--- config.mk ---
export PLATFORM = sky130hd
export DESIGN_NAME = stream_timeout_ctr
export DESIGN_NICKNAME = d
export VERILOG_FILES = /design/src/rtl/stream_timeout_ctr.sv
export SDC_FILE = /design/constraint.sdc
export NUM_CORES = 1
export LEC_CHECK = 0
export ABC_AREA = 1
export BUFFER_PORTS_ARGS = -buffer_cell sky130_fd_sc_hd__buf_4
export CAP_MARGIN = 20
export CORE_MARGIN = 3
export CORE_UTILIZATION = 58
export CTS_BUF_LIST = sky130_fd_sc_hd__clkbuf_4
export CTS_CLUSTER_SIZE = 12
export DETAILED_ROUTE_END_ITERATION = 16
export PLACE_DENSITY_LB_ADDON = 0.15
export SYNTH_ARGS = -nofsm -noshare
export SYNTH_HDL_FRONTEND = slang
export SYNTH_SLANG_ARGS = --single-unit
--- constraint.sdc ---
create_clock -name clk_i -period 1.8 [get_ports clk_i]
set_input_delay 0.09 -clock clk_i [delete_from_list [all_inputs] [get_ports clk_i]]
set_output_delay 0.09 -clock clk_i [all_outputs]
set_load 0.1 [all_outputs]
--- src/rtl/stream_timeout_ctr.sv ---
// Loadable down-counter bounding the time spent waiting for the first valid word.
// expired_o flags that the next enabled decrement is the final permitted cycle.
module stream_timeout_ctr #(
   parameter int unsigned WIDTH = 16
) (
   input  logic             clk_i,
   input  logic             rst_n_i,
   input  logic             load_i,
   input  logic [WIDTH-1:0] load_val_i,
   input  logic             en_i,
   output logic             expired_o
);

   localparam logic [WIDTH-1:0] ONE = WIDTH'(1);

   logic [WIDTH-1:0] cnt_q;
   logic [WIDTH-1:0] cnt_d;

   // Next count: load wins over decrement, and the count saturates at zero.
   always_comb begin
      cnt_d = cnt_q;
      if (load_i) begin
         cnt_d = load_val_i;
      end else if (en_i && (cnt_q != '0)) begin
         cnt_d = cnt_q - ONE;
      end else begin
         cnt_d = cnt_q;
      end
   end

   // Count register with synchronous active-low reset.
   always_ff @(posedge clk_i) begin
      if (!rst_n_i) begin
         cnt_q <= '0;
      end else begin
         cnt_q <= cnt_d;
      end
   end

   assign expired_o = (cnt_q == ONE);

endmodule

==> PnR_summary.wiki <==
{| class="wikitable"
! Metric !! Value
|-
| Status || completed
|-
| Final Util || 71.5%
|-
| Routed wire per std cell || 12.1 µm
|-
| Achievable Freq || 589 MHz
|-
| WHS Path Cells || 3
|-
| Router iterations before antenna repair || 7
|-
| Reg2Reg Depth || 9
|-
| Arithmetic-cell share of the synthesized area counting full adders, half adders and majority gates || 2.01%
|-
| Number of setup violations in the final report || 0
|-
| Remaining routing DRC violations || 0
|-
| Via count of the routed design || 1,392
|-
| Sum Neg Setup Slack || 0 ns
|-
| Maximum net fanout on the critical path || 5
|-
| Antenna diode instance count || 0
|-
| Number of buffers on the longest clock path || 2
|-
| Fraction of post-synthesis cell area in the top cell type by area || 25.7%
|-
| Final worst path period need || 1.70 ns
|-
| Area contributors post-synth || sky130_fd_sc_hd__dfxtp_1 (26%), sky130_fd_sc_hd__nand2_1 (20%), sky130_fd_sc_hd__nor2_1 (10%), sky130_fd_sc_hd__nand3_1 (9.2%), sky130_fd_sc_hd__inv_1 (6.3%)
|-
| Setup fix buffers added after clock tree synthesis || 0
|-
| Number of global-route vias before repair || 1,265
|-
| Largest family of logic cells by synthesized area || simple AND/OR/NAND/NOR gates
|-
| Type of destination of the critical path || output pin
|-
| Synthesis-stage register bit count || 16
|-
| Max-slew headroom at the worst pin || 73.1%
|-
| Remaining number of nets flagged by the antenna check after routing || 0
|-
| Ports placed on the boundary || 21
|-
| First-pass GRT wire length || 5.23 mm
|-
| CTS tree || done
|-
| Number of max-cap violations || 0
|-
| Antenna violations before repair || 0
|-
| Proportion of layout cells with a drive suffix above 1 || 16.8%
|-
| Die Span X || 52.4 µm
|-
| Nets in the synthesized netlist || 234
|-
| Layout Skew || 0.00124 ns
|-
| Power Density || 694 nW/µm²
|-
| Average vias per placed instance || 5.37
|-
| Filler Cells Inserted || 188
|-
| RSZ-0062 raised after global routing || yes
|-
| Area fraction in compound gates after synthesis || 10.4%
|-
| I/O Buffers || 20
|-
| Sort of element at the start of the critical path || flip-flop
|-
| Post-layout nets || 255
|-
| Xor and xnor fraction of the mapped netlist area || 0.703%
|-
| VDD IR-drop max || 542 µV
|-
| Syn-to-layout area delta || 14.9%
|-
| Transition at the pin with the smallest max-transition slack || 0.402 ns
|-
| Placed wire-length estimate after detailed placement || 2.36 mm
|-
| Overflow left after global routing || 0
|-
| Worst skew pair latency || 0.28 ns
|-
| Data required time of the worst path || 1.71 ns
|-
| Highest-count cells in the layout ignoring fill and taps || sky130_fd_sc_hd__nand2_1 (66), sky130_fd_sc_hd__nor2_1 (33), sky130_fd_sc_hd__nand3_1 (23), sky130_fd_sc_hd__inv_1 (21), sky130_fd_sc_hd__buf_4 (21)
|-
| Reg-to-reg critical path endpoint || cnt_q[6]
|-
| Initial core utilization || 62.2%
|-
| Min-Delay Path Class || in2reg
|-
| Tot GR Track Use || 25.5%
|-
| Final number of hold-violating endpoints || 0
|-
| Largest regs || cnt_q x16
|-
| Clock sink count || 16
|-
| Standard cell core area || 2000 µm²
|-
| Die Outline Area || 2740 µm²
|-
| Sequential cell area fraction in the yosys report || 25.7%
|-
| Maximum level of the CTS H-tree || 1
|-
| Largest net degree at the start of global routing || 20
|-
| Die height || 52.4 µm
|-
| Synthesized area || 1250 µm²
|-
| Data arrival time of the worst path || 1.61 ns
|-
| Critical path launch point || cnt_q[7]
|-
| R2r setup slk || 0.14 ns
|-
| Cell chosen for the clock root || sky130_fd_sc_hd__clkbuf_4
|-
| Hold Slack || 0.0726 ns
|-
| Critical R2R Launch || cnt_q[0]
|-
| Mean area per synthesized cell || 5.88 µm²
|-
| Synth Warn # || 0
|-
| Total wire length after detailed routing || 3.13 mm
|-
| Gpl congestion || 0.913
|-
| WS Path Type || reg2out
|-
| Clock-pin slew of the registers on the worst-case setup and hold paths || 0.10 ns
|-
| CTS Hold Buffers Added || 0
|-
| Post-synthesis cell type count || 26
|-
| Flip-flop count of the largest register after layout || 16
|-
| Worst Setup Slack, final || 0.101 ns
|-
| Register containing the most flip-flops in the final layout || cnt_q
|-
| Number of rows in the core area || 16
|-
| Static leakage || 0.000716 µW
|-
| Worst setup path endpoint || expired_o
|-
| Number of buffers created by CTS || 3
|-
| Proportion of synthesized area in mux cells || 0%
|-
| Cell taking the most area after synthesis || sky130_fd_sc_hd__dfxtp_1
|-
| Worst slack at placement || 0.0107 ns
|-
| Final max-slew violation count || 0
|-
| Number of DRC violations after detailed-routing iteration 0 || 54
|-
| Commonest non-fill, non-tap cell in the layout || sky130_fd_sc_hd__nand2_1
|-
| Final worst-path cycle share || 94.4%
|-
| Synthesized instance count || 212
|-
| Post-synthesis share of cell area spent on and, or, nand and nor gates || 49.5%
|}
[per-stage QoR]
step	instance area [µm²]	instances	total power (µW)
floorplan	1260	212	702
global placement	1390	255	782
detailed placement	1390	255	793
CTS	1420	259	993
global route	1430	259	1070
finish	1430	259	993
[cells in the mapped netlist]
cell	number
sky130_fd_sc_hd__xor2_1	1
sky130_fd_sc_hd__nor3_1	2
sky130_fd_sc_hd__buf_8	1
sky130_fd_sc_hd__clkbuf_8	1
sky130_fd_sc_hd__nand3_2	1
sky130_fd_sc_hd__dfxtp_1	16
sky130_fd_sc_hd__o21bai_1	2
sky130_fd_sc_hd__a21oi_1	13
sky130_fd_sc_hd__nand3b_1	4
sky130_fd_sc_hd__nor2_4	1
sky130_fd_sc_hd__clkinv_1	1
sky130_fd_sc_hd__nand2_2	3
sky130_fd_sc_hd__nor2_1	34
sky130_fd_sc_hd__nand2_1	67
sky130_fd_sc_hd__nor2_2	3
sky130_fd_sc_hd__ha_1	2
sky130_fd_sc_hd__dlymetal6s2s_1	1
sky130_fd_sc_hd__a31oi_1	1
sky130_fd_sc_hd__nand4_1	2
sky130_fd_sc_hd__o21ai_0	7
sky130_fd_sc_hd__nand3_1	23
sky130_fd_sc_hd__inv_1	21
sky130_fd_sc_hd__o21ai_2	1
sky130_fd_sc_hd__buf_6	1
sky130_fd_sc_hd__nand2_4	1
sky130_fd_sc_hd__buf_2	2
[timing repair]
action                     in CTS  in global routing
pin swaps                       0                  0
gates resized for setup         1                  4
setup endpoints to repair       1                  7
[cells by family after synthesis]
kind of cell             Yosys count
XOR/XNOR                           1
AND/OR/NAND/NOR                  141
flip-flops                        16
AO/OA/AOI/OAI                     24
adder cells (fa/ha/maj)            2
buffers and inverters             28
[critical path, stage by stage (launching register included)]
cell,delay [ns]
sky130_fd_sc_hd__dfxtp_1,0.37
sky130_fd_sc_hd__nor2_1,0.20
sky130_fd_sc_hd__nand2_2,0.12
sky130_fd_sc_hd__inv_1,0.12
sky130_fd_sc_hd__nand3_1,0.12
sky130_fd_sc_hd__nor3_4,0.15
sky130_fd_sc_hd__buf_6,0.25
[worst min-delay path by stage]
| stage | to | start |
|---|---|---|
| global placement | cnt_q[10] | rst_n_i |
| floorplan | cnt_q[10] | rst_n_i |
| finish | cnt_q[12] | rst_n_i |
| CTS | cnt_q[12] | rst_n_i |
| global route | cnt_q[11] | rst_n_i |
| detailed placement | cnt_q[10] | rst_n_i |
[routing by layer]
layer,global-route usage (%),part of all wire [%],up-vias
li1,-,-,715
met1,31.8,40,603
met2,44.2,48,66
met3,3.42,10,8
met4,8.94,1.9,0
met5,0,0,-
[where the power goes]
group | switching, µW | internal, µW
combinational | 232 | 139
clock | 119 | 80.3
sequential | 38.6 | 384
total | 390 | 604
[cell type report]
type	count	area [µm²]	area share (%)
Timing Repair Buffer	22	169	11.8
Tap cell	27	33.8	2.36
Sequential cell	16	320	22.4
Multi-Input combinational cell	168	800	55.9
Clock inverter	1	3.75	0.262
Clock buffer	3	22.5	1.57
Inverter	22	82.6	5.77
(Power assumes the default switching activity.)
